<file path="src/rtl/mac_seq_ctrl_if.sv">
// Operand stream, MAC hookup and result handshake of the dot-product sequencer.
interface mac_seq_ctrl_if #(
  parameter int unsigned LEN   = 8,
  parameter int unsigned CNT_W = 8
);
  logic               start;
  logic [CNT_W-1:0]   len_in;
  logic               op_valid;
  logic               op_ready;
  logic [LEN-1:0]     op_in1;
  logic [LEN-1:0]     op_in2;
  logic [LEN-1:0]     mac_a;
  logic [LEN-1:0]     mac_b;
  logic [LEN-1:0]     mac_pre;
  logic [2*LEN-1:0]   mac_out;
  logic               busy;
  logic [LEN-1:0]     result;
  logic               result_valid;
  logic               result_ready;
  logic               sat_flag;

  modport master (
    output start, len_in, op_valid, op_in1, op_in2, mac_out, result_ready,
    input  op_ready, mac_a, mac_b, mac_pre, busy, result, result_valid, sat_flag
  );

  modport slave (
    input  start, len_in, op_valid, op_in1, op_in2, mac_out, result_ready,
    output op_ready, mac_a, mac_b, mac_pre, busy, result, result_valid, sat_flag
  );
endinterface

</file>
<file path="src/rtl/mac_seq_ctrl.sv">
// Dot-product sequencer time-sharing one external signed MAC across a streamed vector.
// Optional MAC_SAT_EN: saturate each step to LEN bits and report it on sat_flag.
module mac_seq_ctrl #(
  parameter int unsigned LEN   = 8,
  parameter int unsigned CNT_W = 8
) (
  input  logic          clk,
  input  logic          reset,
  mac_seq_ctrl_if.slave bus
);

  typedef enum logic [1:0] {ST_IDLE, ST_RUN, ST_DONE} state_e;

  state_e             state_q, state_d;
  logic [LEN-1:0]     acc_q, acc_d;
  logic [CNT_W-1:0]   cnt_q, cnt_d;
  logic [CNT_W-1:0]   len_q, len_d;
  logic               sat_q, sat_d;
  logic               op_ready_q;
  logic               busy_q;
  logic               res_valid_q;
  logic               beat_c;
  logic [LEN-1:0]     narrow_c;
  logic               clamp_c;

`ifdef MAC_SAT_EN
  // Result fits in LEN bits only when the top LEN+1 bits are all sign copies.
  logic [LEN:0] hi_c;
  assign hi_c    = bus.mac_out[2*LEN-1:LEN-1];
  assign clamp_c = !((&hi_c) || !(|hi_c));

  always_comb begin
    narrow_c = bus.mac_out[LEN-1:0];
    if (clamp_c) begin
      narrow_c = bus.mac_out[2*LEN-1] ? {1'b1, {(LEN-1){1'b0}}}
                                      : {1'b0, {(LEN-1){1'b1}}};
    end
  end
`else
  assign clamp_c  = 1'b0;
  assign narrow_c = bus.mac_out[LEN-1:0];
`endif

  assign bus.mac_a        = bus.op_in1;
  assign bus.mac_b        = bus.op_in2;
  assign bus.mac_pre      = acc_q;
  assign bus.op_ready     = op_ready_q;
  assign bus.busy         = busy_q;
  assign bus.result       = acc_q;
  assign bus.result_valid = res_valid_q;
  assign bus.sat_flag     = sat_q;

  // Next-state and datapath updates
  always_comb begin
    state_d = state_q;
    acc_d   = acc_q;
    cnt_d   = cnt_q;
    len_d   = len_q;
    sat_d   = sat_q;
    beat_c  = 1'b0;
    case (state_q)
      ST_IDLE: begin
        if (bus.start) begin
          acc_d = '0;
          sat_d = 1'b0;
          if (bus.len_in != '0) begin
            len_d   = bus.len_in;
            cnt_d   = '0;
            state_d = ST_RUN;
          end else begin
            state_d = ST_DONE;
          end
        end
      end
      ST_RUN: begin
        beat_c = bus.op_valid && op_ready_q;
        if (beat_c) begin
          acc_d = narrow_c;
          cnt_d = cnt_q + CNT_W'(1);
          sat_d = sat_q | clamp_c;
          if (cnt_q == len_q - CNT_W'(1)) begin
            state_d = ST_DONE;
          end
        end
      end
      ST_DONE: begin
        if (bus.result_ready) begin
          state_d = ST_IDLE;
        end
      end
      default: state_d = ST_IDLE;
    endcase
  end

  // Handshake outputs are registered from the next state so they align with it.
  always_ff @(posedge clk) begin
    if (reset) begin
      state_q     <= ST_IDLE;
      acc_q       <= '0;
      cnt_q       <= '0;
      len_q       <= '0;
      sat_q       <= 1'b0;
      op_ready_q  <= 1'b0;
      busy_q      <= 1'b0;
      res_valid_q <= 1'b0;
    end else begin
      state_q     <= state_d;
      acc_q       <= acc_d;
      cnt_q       <= cnt_d;
      len_q       <= len_d;
      sat_q       <= sat_d;
      op_ready_q  <= (state_d == ST_RUN);
      busy_q      <= (state_d != ST_IDLE);
      res_valid_q <= (state_d == ST_DONE);
    end
  end

endmodule

</file>
<file path="src/flat_wrapper.sv">
// flat-port wrapper written by rule: the top's interface ports become plain ports
module mac_seq_ctrl_flat 
#(
  parameter int unsigned LEN   = 8,
  parameter int unsigned CNT_W = 8
)
  (clk, reset, bus_start, bus_len_in, bus_op_valid, bus_op_in1, bus_op_in2, bus_mac_out, bus_result_ready, bus_op_ready, bus_mac_a, bus_mac_b, bus_mac_pre, bus_busy, bus_result, bus_result_valid, bus_sat_flag);
  mac_seq_ctrl_if #(.LEN(LEN), .CNT_W(CNT_W)) bus_i ();
  input  logic clk;
  input  logic reset;
  input wire logic [$bits(bus_i.start)-1:0] bus_start;
  input wire logic [$bits(bus_i.len_in)-1:0] bus_len_in;
  input wire logic [$bits(bus_i.op_valid)-1:0] bus_op_valid;
  input wire logic [$bits(bus_i.op_in1)-1:0] bus_op_in1;
  input wire logic [$bits(bus_i.op_in2)-1:0] bus_op_in2;
  input wire logic [$bits(bus_i.mac_out)-1:0] bus_mac_out;
  input wire logic [$bits(bus_i.result_ready)-1:0] bus_result_ready;
  output wire logic [$bits(bus_i.op_ready)-1:0] bus_op_ready;
  output wire logic [$bits(bus_i.mac_a)-1:0] bus_mac_a;
  output wire logic [$bits(bus_i.mac_b)-1:0] bus_mac_b;
  output wire logic [$bits(bus_i.mac_pre)-1:0] bus_mac_pre;
  output wire logic [$bits(bus_i.busy)-1:0] bus_busy;
  output wire logic [$bits(bus_i.result)-1:0] bus_result;
  output wire logic [$bits(bus_i.result_valid)-1:0] bus_result_valid;
  output wire logic [$bits(bus_i.sat_flag)-1:0] bus_sat_flag;
  assign bus_i.start = bus_start;
  assign bus_i.len_in = bus_len_in;
  assign bus_i.op_valid = bus_op_valid;
  assign bus_i.op_in1 = bus_op_in1;
  assign bus_i.op_in2 = bus_op_in2;
  assign bus_i.mac_out = bus_mac_out;
  assign bus_i.result_ready = bus_result_ready;
  assign bus_op_ready = bus_i.op_ready;
  assign bus_mac_a = bus_i.mac_a;
  assign bus_mac_b = bus_i.mac_b;
  assign bus_mac_pre = bus_i.mac_pre;
  assign bus_busy = bus_i.busy;
  assign bus_result = bus_i.result;
  assign bus_result_valid = bus_i.result_valid;
  assign bus_sat_flag = bus_i.sat_flag;
  mac_seq_ctrl #(.LEN(LEN), .CNT_W(CNT_W)) u_core (.clk(clk), .reset(reset), .bus(bus_i));
endmodule
</file>
<file path="config.mk">
export PLATFORM = sky130hd
export DESIGN_NAME = mac_seq_ctrl_flat
export DESIGN_NICKNAME = d
export VERILOG_FILES = /design/src/rtl/mac_seq_ctrl_if.sv /design/src/rtl/mac_seq_ctrl.sv /design/src/flat_wrapper.sv
export SDC_FILE = /design/constraint.sdc
export NUM_CORES = 1
export LEC_CHECK = 0
export CORE_ASPECT_RATIO = 0.5
export CORE_MARGIN = 3
export CORE_UTILIZATION = 43
export DETAILED_ROUTE_END_ITERATION = 16
export GPL_TIMING_DRIVEN = 0
export PLACE_DENSITY_LB_ADDON = 0.15
export SYNTH_ARGS = -nofsm -noshare
export SYNTH_HDL_FRONTEND = slang
export SYNTH_SLANG_ARGS = --single-unit
</file>
<file path="constraint.sdc">
create_clock -name clk -period 3.2 [get_ports clk]
set_input_delay 0.64 -clock clk [delete_from_list [all_inputs] [get_ports clk]]
set_output_delay 0.64 -clock clk [all_outputs]
set_load 0.1 [all_outputs]
</file>
==> flow_metrics.py <==
metrics = {
    "clock_tree": {
        "hold_buffers": 0,
        "cts_resized": 0,
        "cts_tree": "yes",
        "clkSinkCount": 29,
        "cts_root_buffer": "clkbuf_8",
        "cts_buffers": 5,
        "cts_htree_levels": 2,
        "cts_setup_buffers": 0,
        "cts_max_path_buffers": 2,
        "clkTransAtPathRegs_ns": 0.06,
        "clk_latency_ns": 0.28,
    },
    "layout": {
        "antenna_cells": 0,
        "fin_nets": 298,
        "syn2layout_area_growth_pct": 42.5,
        "design_area_mm2": 0.00234,
        "final_layout_size_suffix_gt1_share_pct": 17.5,
        "fin_util_pct": 65.9,
    },
    "sta": {
        "slew_violations": 0,
        "fmax_ghz": 0.398,
        "finalSetupTns_ns": 0,
        "finalHoldViolCount": 0,
        "finalCritPeriodShare_pct": 78.5,
        "skew_ns": 0.00206,
        "fin_crit_ns": 2.51,
        "rsz0062_at_grt": "no",
        "holdWs_ns": 0.464,
        "slew_headroom_pct": 34.7,
        "worst_pin_slew_ns": 0.977,
        "setup_viol": 0,
    },
    "pwr": {
        "leakage_nw": 0.930,
        "vdd_drop_max_mv": 0.227,
        "cellPowerDensity_mw_per_mm2": 432,
    },
    "global_route": {
        "overflow": 0,
        "grt_pass1_vias": 1460,
        "grtUsageTotal_pct": 17.2,
        "met1_usage_pct": 20.1,
        "grt_max_degree": 11,
        "antenna_found_initial": 0,
        "grt_first_pass_wirelength_mm": 6.38,
        "grt_use_met2_pct": 29.3,
        "met3_usage_pct": 6.10,
        "top_usage_layer": "met2",
    },
    "detailed_routing": {
        "ant_nets": 0,
        "totalWireLength_mm": 3.82,
        "firstDrtPassIters": 6,
        "drc": 0,
        "vias_per_cell": 4.91,
        "wl_per_cell_um": 12.6,
        "initialDrtViolationCount": 34,
        "num_vias": 1487,
    },
    "synth": {
        "yosysSeqAreaShare_pct": 35.4,
        "ys_warn_count": 0,
        "netlist_instances": 189,
        "synth.distinct_cells": 37,
        "synthXorXnorAreaFrac_pct": 10.5,
        "synth_area_mm2": 0.00164,
        "synth_seq_cells": 29,
        "synth_top_area_share_pct": 35.4,
        "synth_top_family_by_area": "simple AND/OR/NAND/NOR gates",
        "muxShareOfSynthArea_pct": 5.57,
        "synth_fp_nets": 236,
        "avgSynthCellArea_um2": 8.68,
        "synth_ff_type": "dfxtp_1",
        "synth.most_common_cell": "dfxtp_1",
        "synth_fa_ha_area_share_pct": 1.53,
        "synth_compound_area_share_pct": 8.70,
        "synth-simple-area-share_pct": 24.0,
        "synth_common_cells": "dfxtp_1 (29), buf_4 (26), nand3_1 (18), nor2_1 (18), nand2_1 (14)",
        "synth.area.top_cells": "dfxtp_1 (35%), buf_4 (12%), nand3_1 (5.5%)",
        "synth_edf_count": 0,
        "synth_top_area_cell": "dfxtp_1",
        "async_reset_ff_share_pct": 0,
    },
    "worst_hold_path": {
        "min_path_type": "flip-flop to flip-flop",
        "min_path_cells": 2,
    },
    "job": {
        "maxCapViolCount": 0,
    },
    "worst_setup_path": {
        "cp-start-kind": "flip-flop",
        "critPathKind": "flip-flop to primary output",
        "crit_fanout": 3,
        "reg2regPathDepth": 7,
        "crit_path_end_kind": "primary output",
        "crit_arrival_ns": 1.87,
        "cp.required_ns": 2.56,
    },
    "placed_design": {
        "finalWeightedCongestion": 0.776,
        "io_buffers": 55,
        "placed_cell_area_mm2": 0.00225,
        "dpl.hpwl_mm": 3.06,
    },
    "die": {
        "die_h_um": 49.7,
        "die_w_um": 93.3,
        "initial_core_util_pct": 46.2,
        "fp.coreArea_mm2": 0.00355,
        "dieArea_mm2": 0.00464,
        "io_pins": 81,
        "num_rows": 15,
    },
    "outcome": {
        "outcome": "finished, final reports clean",
    },
}
==> critical path, cell delays in order (launching register included) <==
cell and delay (ns):
dfxtp_1 0.36, buf_4 0.12, clkdlybuf4s50_1 1.12
==> per-stage QoR <==
step / power (mW) / std cells / worst slack (ns)
after global routing: 1.05 / 303 / 0.625
after detailed placement: 0.732 / 295 / 0.709
after CTS: 1.02 / 303 / 0.681
after floorplan: 0.648 / 189 / 1.18
after global placement: 0.728 / 295 / 0.718
final: 1.01 / 303 / 0.689
==> state kept, by name, indices dropped and copies added (netlist names) <==
register and flops:
u_core.bus.op_ready 1, u_core.bus.mac_pre 8, u_core.cnt_q 8, u_core.len_q 8
u_core.bus.result_valid 1, u_core.bus.busy 1, u_core.state_q 2
==> area by class of cell <==
type                    instances  area (um2)
well taps                      51        63.8
plain buffers                  32         220
flip-flops and latches         29         581
repair buffers                 55         551
fillers                       292        1210
clock buffers                   6        72.6
multi-input cells             125         828
inverters                       3        11.3
clock inverters                 2        10.0
==> cell families after synthesis <==
kind of cell	after synthesis
other	1
and+or+nand+nor	73
adders and majority gates	2
buffers and inverters	35
xor gates and xnor gates	18
DFF	29
AOI/OAI and AO/OA	22
muxes	9
==> final timing paths <==
| path | end | slack (ns) | startpoint |
|---|---|---|---|
| hold / removal | u_core.bus.mac_pre[2]$_SDFFE_PP0P_ | 0.46 | u_core.bus.mac_pre[2]$_SDFFE_PP0P_ |
| setup reg to reg | u_core.bus.result_valid$_SDFF_PP0_ | 1.38 | u_core.len_q[0]$_SDFFE_PP0P_ |
| setup / recovery | bus_result[0] | 0.69 | u_core.bus.mac_pre[0]$_SDFFE_PP0P_ |
| hold reg to reg | u_core.bus.mac_pre[2]$_SDFFE_PP0P_ | 0.46 | u_core.bus.mac_pre[2]$_SDFFE_PP0P_ |
==> report_power, final <==
group          leakage [nW]  switching (mW)  total, mW  internal, mW
Combinational         0.649           0.223      0.334         0.111
Sequential            0.236          0.0143      0.390         0.375
Clock                0.0450           0.137      0.287         0.150
==> per-layer routing <==
| metal | part of all wire, % | vias up | routed length (um) |
|---|---|---|---|
| met1 | 45 | 674 | 1710 |
| met5 | 0 | - | 0 |
| met3 | 9.5 | 5 | 363 |
| met4 | 0.99 | 0 | 38 |
| li1 | - | 751 | - |
| met2 | 45 | 57 | 1710 |
==> cells in the final DEF (no fill, tap or decap), types with 3 or more instances in the layout <==
master,instances
xnor2_1,7
xor2_1,9
nor2_1,18
and3_1,4
clkbuf_8,5
dfxtp_1,29
and2_1,3
nand4_1,5
a21oi_1,10
nand3_1,18
nand2_1,14
clkdlybuf4s50_1,55
mux2i_1,8
inv_1,3
buf_4,26
clkbuf_1,5
Note: power is estimated with default switching activity, not from simulation.
==> RTL change 1: new RTL, config.mk and constraints unchanged <==
Reset style: asynchronous (`reset`), changed in one clocked block.
--- a/src/rtl/mac_seq_ctrl.sv
+++ b/src/rtl/mac_seq_ctrl.sv
@@ -93,7 +93,7 @@
   end
 
   // Handshake outputs are registered from the next state so they align with it.
-  always_ff @(posedge clk) begin
+  always_ff @(posedge clk or posedge reset) begin
     if (reset) begin
       state_q     <= ST_IDLE;
       acc_q       <= '0;
Formal check against the unedited RTL: differs if reset is asserted again (counterexample within 4 cycles, from zero or initial values and one cycle with reset high); with reset held inactive, the same outputs for 10 cycles.
==> RTL change 1 against the unedited design <==
Sequential cell count unchanged; first-iteration DRC count increased by 79%; final area increased by 4.4%; wire length increased by 6.9%; via count increased by 4.7%; non-clock buffer count decreased by 3; fmax decreased by 1.4%; setup slack got worse by 0.036 ns; synthesized area increased by 5.1%; critical path type unchanged; critical endpoint is now bus_result[1]; largest cell class unchanged; highest routed layer unchanged.
Power is not compared: it rests on default switching activity, and its combinational part moved more than twofold at a synthesized area within 25%.
==> RTL change 1: results (changes against the unedited design) <==
top cells by count, synth=nand2_1, dfrtp_1, buf_4; CP arrival=1.91 ns (+0.04 ns); top cells by area, synth=dfrtp_1, buf_4, nand2_1; first-pass GRT wire length=6730 um (+5.6%); met3 wire length=468 um (+29%); mux cell area share after synthesis=0.653% (-4.9 points); wl on met1=1810 um (+5.6%); DRT Pass-1 Iters=4 (-2); total wire length=4080 um (+6.9%); hpwl dp=3210 um (+5.2%); Synth Area in Adders=1.45% (-0.074 points); post-synthesis compound-gate area fraction=10.2% (+1.5 points); Reg2Reg Setup Slack=1.35 ns (-0.03 ns); total global routing track utilization=18.4% (+1.3 points); DR WL met2=1750 um (+2.3%); ys async rst share=100% (+100 points); clock skew=0.00178 ns (-0.000276 ns); PortBufs=55 (unchanged); top_reg_cell synth=dfrtp_1; Avg Vias per Cell=5.14 (+4.7%); gp weighted congestion=0.817 (+5.2%); crit path from=u_core.bus.mac_pre[1]$_DFFE_PP0P_; Yosys cell types=42 (+14%); max_slew headroom=27.9% (-6.8 points); Nets=298 (unchanged); CP Capture Point=bus_result[1]; M1 GR Usage=23.4% (+3.3 points); met2 Usage GRT=29.1% (-0.24 points); largest net degree at the start of global routing=30 (+19); outcome=finished clean; internal power=1.25 mW; fillers=303 (+3.8%); DRT iter0 DRCs=61 (+79%); Seq/Total Area, Yosys=42.1% (+6.7 points); Synth Area in XOR/XNOR=5.59% (-4.9 points); share of layout cells above drive strength 1=17.9% (+0.40 points); Lkg Pwr=1.11 nW; GR Util met3=6.29% (+0.19 points); RR Startpoint=u_core.len_q[0]$_DFFE_PP0P_; vias in the first global route=1517 (+3.9%); power share of the clock group=11.7%; worst hold endpoint=u_core.bus.mac_pre[6]$_DFFE_PP0P_; Worst Hold Launch=u_core.bus.mac_pre[6]$_DFFE_PP0P_; r2r endpoint=u_core.state_q[0]$_DFF_PP0_
RTL change 1: changes by cell type after synthesis, moves of 8 or more:
cell,delta
dfrtp_1,+29
mux2i_1,-8
dfxtp_1,-29
nor2_1,-12
nand2_1,+21
RTL change 1: final cells by class:
| class | instances | area [um2] | share of cell area [%] |
|---|---|---|---|
| inverter | 6 | 22.5 | 0.923 |
| clock inverter | 1 | 5.00 | 0.205 |
| multi-input combinational | 125 | 766 | 31.4 |
| tap | 51 | 63.8 | 2.62 |
| timing repair buffer | 55 | 551 | 22.6 |
| clock buffer | 7 | 96.3 | 3.95 |
| buffer | 29 | 210 | 8.62 |
| sequential | 29 | 726 | 29.7 |
RTL change 1: stage by stage:
stage          hold WS [ns]  instances  worst slack (ns)  area, um2
2_1_floorplan         0.465        189             0.993       1720
3_3_place_gp          0.475        295             0.717       2340
3_5_place_dp          0.484        295             0.692       2340
4_1_cts               0.497        303             0.638       2440
5_1_grt               0.539        303             0.572       2440
6_report              0.495        303             0.654       2440
==> RTL change 2: new RTL, same settings <==
Made on the original files. `LEN` is set to 8 in 3 places; all go to 16.
--- a/src/rtl/mac_seq_ctrl_if.sv
+++ b/src/rtl/mac_seq_ctrl_if.sv
@@ -1,6 +1,6 @@
 // Operand stream, MAC hookup and result handshake of the dot-product sequencer.
 interface mac_seq_ctrl_if #(
-  parameter int unsigned LEN   = 8,
+  parameter int unsigned LEN   = 16,
   parameter int unsigned CNT_W = 8
 );
   logic               start;
--- a/src/rtl/mac_seq_ctrl.sv
+++ b/src/rtl/mac_seq_ctrl.sv
@@ -1,7 +1,7 @@
 // Dot-product sequencer time-sharing one external signed MAC across a streamed vector.
 // Optional MAC_SAT_EN: saturate each step to LEN bits and report it on sat_flag.
 module mac_seq_ctrl #(
-  parameter int unsigned LEN   = 8,
+  parameter int unsigned LEN   = 16,
   parameter int unsigned CNT_W = 8
 ) (
   input  logic          clk,
--- a/src/flat_wrapper.sv
+++ b/src/flat_wrapper.sv
@@ -1,7 +1,7 @@
 // flat-port wrapper written by rule: the top's interface ports become plain ports
 module mac_seq_ctrl_flat 
 #(
-  parameter int unsigned LEN   = 8,
+  parameter int unsigned LEN   = 16,
   parameter int unsigned CNT_W = 8
 )
   (clk, reset, bus_start, bus_len_in, bus_op_valid, bus_op_in1, bus_op_in2, bus_mac_out, bus_result_ready, bus_op_ready, bus_mac_a, bus_mac_b, bus_mac_pre, bus_busy, bus_result, bus_result_valid, bus_sat_flag);
Ports: changed (7 resized); port bits go from 81 to 145. No check against the original RTL was run, so the function may have changed too.
==> RTL change 2 against the unedited design <==
Synthesized area grew 23%; wire length up 40%; clock power is 66% higher; total power up 39%; final area is 35% higher; sequential cell count increased by 8; setup slack lost 0.047 ns; non-clock buffer count up 66; synthesized cell count up 25%.
==> RTL change 2: results (changes against the unedited design) <==
vias in the first global route=1855 (+27%); max_slew headroom=31.0% (-3.7 points); top cells by count, synth=buf_4, dfxtp_1, nor2_1; Nets=417 (+40%); gp weighted congestion=0.775 (-0.12%); first-pass GRT wire length=8180 um (+28%); Lkg Pwr=1.28 nW (+37%); clock skew=0.00964 ns (+0.00758 ns); Syn Inst Count=237 (+25%); max reg flops=16; total global routing track utilization=19.0% (+1.8 points); WL per Instance=13.6 um (+8.2%); hpwl dp=4210 um (+38%); PortBufs=94 (+71%); Area after DPL=0.00303 mm2 (+34%); top cells by area, synth=dfxtp_1, buf_4, nor2_1; Seq/Total Area, Yosys=36.7% (+1.3 points); CTS resizes=0 (unchanged); share of layout cells above drive strength 1=20.4% (+2.9 points); Syn Nets=316 (+34%); VDD IR max=0.257 mV (+13%); Yosys cell types=35 (-5.4%); Max Cap Viol=0 (unchanged); largest net degree at the start of global routing=13 (+2); Avg Vias per Cell=4.88 (-0.61%); Final Non-Filler Cells=393 (+30%); outcome=finished clean; Worst EP required=2.56 ns (about the same); clk slew on worst S/H paths=0.08 ns (+0.02 ns); CP Max Fanout=3 (unchanged)
[RTL change 2: power breakdown]
part | internal [mW] | switching (mW)
clock network | 0.310 | 0.167
logic | 0.141 | 0.299
registers | 0.472 | 0.0121
total | 0.923 | 0.477
[RTL change 2: metrics by stage]
stage	power [mW]	worst slack, ns	hold slack, ns	utilization [%]
6_report	1.40	0.643	0.473	75.2
5_1_grt	1.45	0.595	0.501	75.2
4_1_cts	1.40	0.629	0.476	75.2
3_5_place_dp	0.934	0.542	0.465	72.0
3_3_place_gp	0.929	0.602	0.461	72.0
2_1_floorplan	0.828	0.964	0.450	-
[RTL change 2: cell type report]
type	instances	area, um2
plain buffers	59	409
clock buffers	5	68.8
clock inverters	3	65.1
fillers	309	1040
inverters	4	15.0
multi-input cells	137	855
flip-flops and latches	37	741
well taps	54	67.6
repair buffers	94	941
[RTL change 2: critical path, stage by stage (launching register included)]
cell             delay [ns]
dfxtp_1                0.39
buf_4                  0.12
clkdlybuf4s50_1        1.11
[RTL change 2: path summary, 6_finish.rpt]
check | from | slack (ns) | cells after the start | end
setup / recovery | u_core.bus.mac_pre[10]$_SDFFE_PP0P_ | 0.64 | 2 | bus_result[10]
hold / removal | u_core.bus.mac_pre[3]$_SDFFE_PP0P_ | 0.47 | 2 | u_core.bus.mac_pre[3]$_SDFFE_PP0P_
setup reg to reg | u_core.len_q[0]$_SDFFE_PP0P_ | 1.11 | 8 | u_core.bus.busy$_SDFF_PP0_
hold reg to reg | u_core.bus.mac_pre[3]$_SDFFE_PP0P_ | 0.47 | 2 | u_core.bus.mac_pre[3]$_SDFFE_PP0P_
[RTL change 2: logic make-up after synthesis]
| logic type | share of synthesized area (%) |
|---|---|
| compound gates | 11.6 |
| buf+inv | 21.0 |
| simple gates | 21.4 |
| mux | 0.496 |
| flops | 36.7 |
| other cells | 0.186 |
| xor+xnor | 7.37 |
| fa+ha+maj | 1.24 |
[RTL change 2: metal layers]
metal	share of wire, %	global-route usage, %
met5	0	0
met4	0.86	4.95
met3	12	8.02
met2	49	35.8
met1	38	19.9
